## src/rtl/oam_dma.sv

```systemverilog
// oam_dma: sprite-attribute DMA engine.
// A CPU write to the DMA register latches a source page. The block then copies
// BYTE_COUNT bytes from {page,8'h00} into OAM using a read/write cycle pair
// per byte. Echo-RAM pages E0..FF are remapped down by 8'h20.
module oam_dma #(
  parameter int unsigned BYTE_COUNT  = 160,
  parameter logic [3:0]  DMA_REG_SEL = 4'd6
) (
  input  logic        iClock,
  input  logic        iReset,
  input  logic        iMcuWe,
  input  logic [3:0]  iMcuRegSelect,
  input  logic [7:0]  iMcuWriteData,
  output logic [7:0]  oDMA,
  output logic        oDmaActive,
  output logic [15:0] oMcuAddr,
  output logic        oMcuReadRequest,
  input  logic [7:0]  iMcuReadData,
  output logic        oOamWe,
  output logic [7:0]  oOamAddr,
  output logic [7:0]  oOamData
);

  typedef enum logic [1:0] {
    S_IDLE,
    S_START,
    S_READ,
    S_WRITE
  } state_t;

  localparam logic [7:0] LAST_INDEX = 8'(BYTE_COUNT - 1);

  state_t     state_q, state_d;
  logic [7:0] index_q, index_d;
  logic [7:0] src_q,   src_d;
  logic [7:0] dma_q,   dma_d;

  logic       trigger;
  logic [7:0] src_remapped;

  assign trigger      = iMcuWe && (iMcuRegSelect == DMA_REG_SEL);
  assign src_remapped = (src_q >= 8'hE0) ? (src_q - 8'h20) : src_q;
  assign oDMA         = dma_q;

  // State register: async active-low reset.
  always_ff @(posedge iClock or negedge iReset) begin
    if (!iReset) begin
      state_q <= S_IDLE;
      index_q <= '0;
      src_q   <= '0;
      dma_q   <= '0;
    end else begin
      state_q <= state_d;
      index_q <= index_d;
      src_q   <= src_d;
      dma_q   <= dma_d;
    end
  end

  // Next-state logic; a trigger overrides any state, including a WRITE cycle
  // whose strobe still fires because outputs are decoded from state_q.
  always_comb begin
    state_d = state_q;
    index_d = index_q;
    src_d   = src_q;
    dma_d   = dma_q;
    if (trigger) begin
      dma_d   = iMcuWriteData;
      src_d   = iMcuWriteData;
      index_d = '0;
      state_d = S_START;
    end else begin
      case (state_q)
        S_IDLE:  state_d = S_IDLE;
        S_START: state_d = S_READ;
        S_READ:  state_d = S_WRITE;
        S_WRITE: begin
          if (index_q == LAST_INDEX) begin
            state_d = S_IDLE;
          end else begin
            index_d = index_q + 8'd1;
            state_d = S_READ;
          end
        end
        default: state_d = S_IDLE;
      endcase
    end
  end

  // Output decode from the current state.
  always_comb begin
    oDmaActive      = 1'b0;
    oMcuAddr        = '0;
    oMcuReadRequest = 1'b0;
    oOamWe          = 1'b0;
    oOamAddr        = '0;
    oOamData        = '0;
    case (state_q)
      S_IDLE: begin
        oDmaActive = 1'b0;
      end
      S_START: begin
        oDmaActive = 1'b1;
      end
      S_READ: begin
        oDmaActive      = 1'b1;
        oMcuAddr        = {src_remapped, index_q};
        oMcuReadRequest = 1'b1;
      end
      S_WRITE: begin
        oDmaActive = 1'b1;
        oOamWe     = 1'b1;
        oOamAddr   = index_q;
        oOamData   = iMcuReadData;
      end
      default: oDmaActive = 1'b0;
    endcase
  end

endmodule

```

## config.mk

```make
export PLATFORM = sky130hd
export DESIGN_NAME = oam_dma
export DESIGN_NICKNAME = d
export VERILOG_FILES = /design/src/rtl/oam_dma.sv
export SDC_FILE = /design/constraint.sdc
export NUM_CORES = 1
export LEC_CHECK = 0
export ABC_AREA = 1
export ABC_CLOCK_PERIOD_IN_PS = 1600
export CELL_PAD_IN_SITES_DETAIL_PLACEMENT = 1
export CELL_PAD_IN_SITES_GLOBAL_PLACEMENT = 1
export CORE_ASPECT_RATIO = 1.5
export CORE_MARGIN = 2
export CORE_UTILIZATION = 25
export CTS_CLUSTER_DIAMETER = 60
export DETAILED_ROUTE_END_ITERATION = 12
export PLACE_DENSITY_LB_ADDON = 0.1
export SLEW_MARGIN = 20
export SYNTH_ARGS = -nofsm -noshare
export SYNTH_HDL_FRONTEND = slang
export SYNTH_SLANG_ARGS = --single-unit
```

## constraint.sdc

```tcl
create_clock -name iClock -period 1.6 [get_ports iClock]
set_input_delay 0.48 -clock iClock [delete_from_list [all_inputs] [get_ports iClock]]
set_output_delay 0.48 -clock iClock [all_outputs]
set_load 0.01 [all_outputs]
```

* Word level (Yosys, flattened, before mapping) *
Cells that the tools add are included.

storage, ports and cells
  register bits after elaboration = 18
  latch bits = 0
  bits in writable memories = 0
  memory bits (read-only) = 0
  input bits = 23
  output and inout bits = 43
  word-level logic and storage cells = 30
  memories kept = 0

cells by class
  add/subtract/negate cells = 2
  $mul = 0
  div/mod/pow operators = 0
  order comparisons = 1
  eq/ne operators = 6
  shift-type cells = 0
  multiplexer cells = 13
  bitwise gates (word level) = 0
  reductions and logical operators = 5

operator list
  cell                 number
  $mux 8               6
  $mux 16              1
  $add 8x1->8 const B  1
  $eq 8x8->1 const B   1
  $ge 8x8->1 const B   1
  $pmux 2 s4           1
  $sub 8x6->8 const B  1
  $eq 2x2->1 const B   2
  $eq 4x3->1 const B   1
  $mux 2               2
  $reduce_or 3->1      1
  $eq 2x1->1 const B   1
  $logic_not 2->1      1
  $mux 1               2
  $ne 2x2->1 const B   1
  $pmux 1 s2           1
  $reduce_and 2->1     1
  $reduce_bool 2->1    1
  $logic_and 1x1->1    1

* Depth between registers and ports, before layout *
Gate-level depths: netlist of run 1.

  depth in word-level cells = 4
  mapped depth = 9
  depth with buffers taken out = 8

* Worst setup path after synthesis of run 1 *
OpenSTA, ideal clock, no wires.

  path kind = register to output
  start = reg, netlist name oDMA[5]
  end = out oMcuAddr[14]
  data arrival time = 1124 ps
  data required time = 1120 ps
  slack = -4 ps
  cell stages (with the launch flop) = 4
  buffers on the path = 0
  path through = dfrtp_1 inv_1 ha_1 a311oi_1

RTL lines
  what              line  RTL
  end: declaration  16    output logic [15:0] oMcuAddr,

* Worst setup path after layout of run 1 *
  start = reg state_q[0]
  end = out oMcuAddr[15]

between the ends
  longest elaborated chain between the ends = 2

RTL lines
  what                      line  RTL
  start: declaration        33    state_t state_q, state_d;
  start signal: assignment  53    state_q <= state_d;
  $eq 2x2->1                98    case (state_q)
  $mux 16                   98

No other way between the ends.

==> flow_summary.json, run 1 <==
{
  "die_h_um": 86.97,
  "status": "finished, violations left",
  "dieArea_um2": 5159,
  "grt_usage": 0.2040,
  "dp_slack_ns": -0.5466,
  "syn-num-nets": 187,
  "combPwrFrac": 0.709,
  "hold_violations": 0,
  "drive_above_1_share": 0.4398,
  "tightest_slew_ns": 0.2563,
  "slew_viol_final": 0,
  "rsz0062_at_grt": "true",
  "netSwitchingFraction": 0.4274,
  "required_ns": 1.12,
  "fill_cells": 548,
  "maxCapViolations": 0,
  "worstPathMaxFanout": 6,
  "startpoint": "state_q[0]",
  "timing.rr.end": "index_q[0]",
  "die_w_um": 59.32,
  "yosys.area.top_type": "dfrtp_1",
  "crit_type": "flop to output pin",
  "initial_core_util": 0.2569,
  "synth_edf_count": 0,
  "max_stage_delay_ns": 0.41,
  "syn_inst": 162,
  "fmaxAchievable_mhz": 550.0,
  "yosysTopAreaCellShare": 0.3926,
  "numClockSinks": 18,
  "cp_cell_sequence": "inv_2 > nand2_8 > buf_12 > a311oi_2 > buf_2",
  "fin_cells": 314,
  "final_area_um2": 2382,
  "ys_seq_elements": 18,
  "synthTopCellsByCount": "nor2_1 (35), inv_1 (32), nand2_1 (28)",
  "fin_nets": 292,
  "dp_hpwl_um": 3300,
  "yosysSeqAreaShare": 0.3926,
  "place_congestion": 0.7779,
  "p_int_mw": 2.059,
  "io_buffer_count": 65,
  "setup_viol": 35,
  "io_pins": 66,
  "path_buf_inv": 3,
  "synth_ff_type": "dfrtp_1",
  "grt-ovfl-total": 0,
  "syn_area_um2": 1147,
  "cts.path.max_buffers": 2,
  "crit_path_start_kind": "flop",
  "synthMostInstantiatedCell": "nor2_1",
  "grt_max_degree": 19,
  "violations": "setup timing",
  "antenna_found_initial": 0,
  "clk_latency_ns": 0.26,
  "yosys_warnings": 0,
  "avgSynthCellArea_um2": 7.082,
  "num_antenna_cells": 0,
  "core_um2": 4467,
  "r2r-start": "index_q[0]",
  "vias": 1477,
  "yosys-top-cells-area": "dfrtp_1 (39%), nor2_1 (11%), inv_1 (10%), nand2_1 (9.2%), o21ai_0 (4.4%)",
  "period_share": 1.136,
  "finalWorstSetupSlack_ns": -0.2181,
  "cts_tree": "done",
  "wirelength_um": 4807,
  "grt_pass1_vias": 1722,
  "clk_pin_slew_ns": 0.07,
  "grt_pass1_wl_um": 8038,
  "drc": 0,
  "power_switching_mw": 1.537,
  "detail-route-antenna-nets": 0,
  "cts-root-buf": "clkbuf_8",
  "p_per_area_nw_per_um2": 1510,
  "peakVddDrop_uv": 649.2,
  "first_pass_iters": 3,
  "rrSetupSlack_ns": 0.13,
  "clkPwrFrac": 0.110,
  "postPlaceCellArea_um2": 2085,
  "end_kind": "output pin",
  "p_leak_nw": 1.186,
  "skew_ns": 0.001878,
  "power_frac_seq": 0.182,
  "htree_levels": 1,
  "dp_cells": 299,
  "relSlewSlack": 0.8285,
  "synthArstFlopShare": 1.000,
  "critPathTopFamily": "buffers and inverters",
  "period_needed_ns": 1.818,
  "numCtsBuffers": 3,
  "synthToLayoutAreaGrowth_pct": 107.6,
  "synth_cell_types": 22,
  "placementRows": 30,
  "worst-r2r-cell-count": 7,
  "hold_class": "primary input to asynchronous set/reset pin",
  "endpoint": "oMcuAddr[15]",
  "path_depth": 5,
  "arrival_ns": 1.34,
  "routedWlPerCell_um": 15.31,
  "via_per_inst": 4.704,
  "drt_iter0_markers": 23,
  "slowest_stage": "dfrtp_1"
}
-- metal layers --
layer / wire, µm / GRT usage / vias to the layer above
li1: - / - / 710
met1: 1581 / 0.1936 / 721
met2: 2956 / 0.4146 / 39
met3: 207 / 0.04606 / 7
met4: 61 / 0.04959 / 0
met5: 0 / 0 / -
-- how the worst min path moves through the flow --
stage,startpoint,end,slack (ns),cells after the start
after global placement,index_q[2],index_q[2],0.55,2
after floorplan,iReset,index_q[0],0.18,0
after global routing,iReset,index_q[6],0.57,2
after detailed placement,oDMA[4],oDMA[4],0.56,2
final,iReset,index_q[6],0.55,2
after CTS,iReset,index_q[6],0.57,2
-- power groups by stage --
stage               registers, mW  logic (mW)  clock network [mW]
floorplan                   0.710       0.712                   0
CTS                         0.649        2.40               0.406
global placement            0.645        1.85                   0
finish                      0.654        2.55               0.394
detailed placement          0.649        1.88                   0
global route                0.671        2.75               0.424
-- registers in the layout, summed over array words and instances, names as in the netlist --
signal / count
oDMA: 8
index_q: 8
state_q: 2
-- cell usage in the layout, fill, tap and decap left out, drive strengths merged --
| master | n |
|---|---|
| buf | 71 |
| nor2 | 38 |
| nand2 | 36 |
| inv | 32 |
| dfrtp | 18 |
| o21ai | 16 |
| dlygate4sd2 | 15 |
| clkdlybuf4s50 | 14 |
| nand3 | 9 |
| clkbuf | 4 |
| xor2 | 3 |
| a311oi | 2 |
| a211oi | 2 |
| ha | 2 |
| nor3 | 1 |
| a31oi | 1 |
| dlymetal6s2s | 1 |
| clkdlybuf4s15 | 1 |
-- final cells by class --
class	count	area, µm²	share of cell area
repair buffers	102	938.4	0.3939
inverters	32	122.6	0.05147
clock buffers	4	55.05	0.02311
multi-input cells	110	754.5	0.3167
flip-flops and latches	18	451.7	0.1896
well taps	48	60.06	0.02521
-- kinds of logic (layout without fill, tap and decap cells) --
group | after synthesis | count (layout) | synth area share
and+or+nand+nor | 82 | 84 | 0.3304
buffers and inverters | 36 | 138 | 0.1287
AOI/OAI and AO/OA | 21 | 21 | 0.1036
DFF | 18 | 18 | 0.3926
xor gates and xnor gates | 3 | 3 | 0.02290
adders and majority gates | 2 | 2 | 0.02181
-- per-stage QoR --
| stage | setup TNS (ns) | hold slack [ns] | power, mW | util |
|---|---|---|---|---|
| 2_1_floorplan | 0 | 0.1844 | 1.422 | - |
| 3_3_place_gp | -11.13 | 0.5483 | 2.493 | 0.4667 |
| 3_5_place_dp | -12.25 | 0.5616 | 2.533 | 0.4667 |
| 4_1_cts | -4.086 | 0.5658 | 3.455 | 0.5146 |
| 5_1_grt | -6.194 | 0.5675 | 3.841 | 0.5333 |
| 6_report | -4.260 | 0.5528 | 3.596 | 0.5333 |
-- what timing repair did --
action | CTS | global route
gates resized for setup | 208 | 21
endpoints found under the setup margin | 43 | 36
hold buffers | 0 | 0
cloned | 3 | 0
setup buffers | 8 | 2
pin swaps | 15 | 4
-- worst register-to-register path, cell delays in order, from the launching register on --
cell	delay, ns
dfrtp_1	0.38
buf_4	0.15
ha_1	0.23
nand3_2	0.15
nor2_4	0.07
nor2_2	0.18
nand2_1	0.11
o21ai_1	0.13
Power figures use the tool's default switching activity.
==> run 2: changes to the inputs <==
Settings changed: GPL_TIMING_DRIVEN from default to 0, SKIP_CTS_REPAIR_TIMING from default to 1, SLEW_MARGIN 20 to default.
==> run 2 against run 1 <==
The run still ends with setup timing left; worst setup slack got worse by 0.036 ns; critical path depth shrank 1; via count down 5.3%; register-to-register slack gained 0.05 ns; clock power grew 1%; worst hold slack improved by 0.011 ns; critical path type unchanged.
==> flow_summary.json, run 2 (synthesis results as in run 1) <==
{
  "crit_path_start_kind": "flop",
  "power_switching_mw": 1.586,
  "worstPathMaxFanout": 3,
  "die_w_um": 59.32,
  "tightest_slew_ns": 0.8921,
  "slowest_stage": "dfrtp_1",
  "dp_hpwl_um": 3151,
  "skew_ns": 0.003865,
  "cpMostUsedCell": "buf_4",
  "drive_above_1_share": 0.4528,
  "initial_core_util": 0.2569,
  "violations": "setup timing",
  "drt_iter0_markers": 28,
  "wirelength_um": 4792,
  "first_pass_iters": 4,
  "status": "finished, violations left",
  "cp_cell_sequence": "buf_4 > buf_4 > a311oi_2 > buf_2",
  "fill_cells": 528,
  "fmaxAchievable_mhz": 539.3,
  "cts_tree": "done",
  "grt_pass1_vias": 1381,
  "timing.rr.end": "index_q[4]",
  "cts.path.max_buffers": 2,
  "numClockSinks": 18,
  "rsz0062_at_grt": "true",
  "clk_pin_slew_ns": 0.08,
  "grt_max_degree": 19,
  "detail-route-antenna-nets": 0,
  "period_share": 1.159,
  "p_leak_nw": 1.203,
  "grt-ovfl-total": 0,
  "worst-r2r-cell-count": 6,
  "placementRows": 30,
  "place_congestion": 0.7455,
  "netSwitchingFraction": 0.4329,
  "grt_pass1_wl_um": 6506,
  "antenna_found_initial": 0,
  "max_stage_delay_ns": 0.42,
  "cts-root-buf": "clkbuf_8",
  "core_um2": 4467,
  "drc": 0,
  "combPwrFrac": 0.692,
  "hold_depth": 2,
  "p_int_mw": 2.078,
  "hold_ws_ns": 0.5638,
  "rrSetupSlack_ns": 0.18,
  "vias": 1398,
  "slew_viol_final": 0,
  "layout_commonest_cell": "buf_6",
  "grt_usage": 0.1642,
  "num_antenna_cells": 0,
  "setup_viol": 35,
  "die_h_um": 86.97,
  "dp_slack_ns": -0.5400,
  "relSlewSlack": 0.4034,
  "synthToLayoutAreaGrowth_pct": 109.5,
  "dieArea_um2": 5159,
  "numCtsBuffers": 3,
  "clk_latency_ns": 0.26,
  "crit_type": "flop to output pin",
  "whs_endpoint": "index_q[7]",
  "io_pins": 66,
  "r2r-start": "index_q[0]",
  "hp-start": "index_q[7]",
  "via_per_inst": 4.629,
  "arrival_ns": 1.37,
  "fin_nets": 280,
  "hold_violations": 0,
  "end_kind": "output pin",
  "routedWlPerCell_um": 15.87,
  "io_buffer_count": 65,
  "required_ns": 1.12,
  "critPathTopFamily": "buffers and inverters",
  "p_per_area_nw_per_um2": 1525,
  "finalPower_mw": 3.664,
  "peakVddDrop_uv": 719.6,
  "maxCapViolations": 0,
  "period_needed_ns": 1.854,
  "most-common-layout-cells": "buf_6 (31), nand2_1 (27), inv_1 (25), nor2_4 (21), clkdlybuf4s50_1 (19)",
  "hold_class": "flop to flop",
  "finalWorstSetupSlack_ns": -0.2543,
  "path_buf_inv": 3,
  "clkPwrFrac": 0.109,
  "power_frac_seq": 0.199,
  "htree_levels": 1
}
run 2: cell types whose count changed in the layout (fill, tap and decap cells not counted), sizes merged:
cell / before / now
buf: 71 / 57
clkdlybuf4s50: 14 / 19
dlygate4sd2: 15 / 0
dlymetal6s2s: 1 / 11
clkbuf: 4 / 7
clkdlybuf4s15: 1 / 0
run 2: how the worst max path moves through the flow:
stage	from	end	slack (ns)	depth (start not counted)
floorplan	oDMA[5]	oMcuAddr[15]	0.03	3
global placement	iMcuReadData[2]	oOamData[2]	-0.50	4
detailed placement	state_q[0]	oMcuAddr[8]	-0.54	5
CTS	state_q[0]	oMcuAddr[8]	-0.85	5
global route	oDMA[5]	oMcuAddr[15]	-0.30	4
finish	oDMA[5]	oMcuAddr[15]	-0.25	4
run 2: power by group through the flow:
stage               clock [mW]  combinational (mW)  sequential (mW)
finish                   0.399                2.54            0.728
global route             0.430                2.73            0.746
detailed placement           0                1.56            0.719
floorplan                    0               0.712            0.710
global placement             0                1.51            0.709
CTS                      0.400                1.58            0.715
run 2: per-layer routing:
metal | up-vias | global-route usage | wire length (µm)
li1 | 682 | - | -
met1 | 672 | 0.1791 | 1657
met2 | 39 | 0.3017 | 2860
met3 | 5 | 0.04458 | 216
met4 | 0 | 0.04339 | 57
met5 | - | 0 | 0
run 2: area by class of cell:
type                            count  area (µm²)  area share
Timing Repair Buffer               86       875.8      0.3644
Multi-Input combinational cell    110       784.5      0.3264
Sequential cell                    18       454.2      0.1890
Inverter                           32       125.1     0.05206
Tap cell                           48       60.06     0.02499
Clock buffer                        4       55.05     0.02290
Buffer                              4       48.80     0.02030
run 2: tightest hold or removal path, cell delays in order, from the launching register on:
cell     delay, ns
dfrtp_1       0.40
nand2_1       0.07
o21ai_1       0.06
run 2: stage by stage:
stage                     setup TNS, ns  instances    util  area, µm²
after floorplan                       0        162       -       1154
after global placement           -15.61        275  0.4174       1864
after detailed placement         -18.33        275  0.4174       1864
after CTS                        -23.50        279  0.4297       1919
after global routing             -7.142        302  0.5381       2404
final                            -5.006        302  0.5381       2404
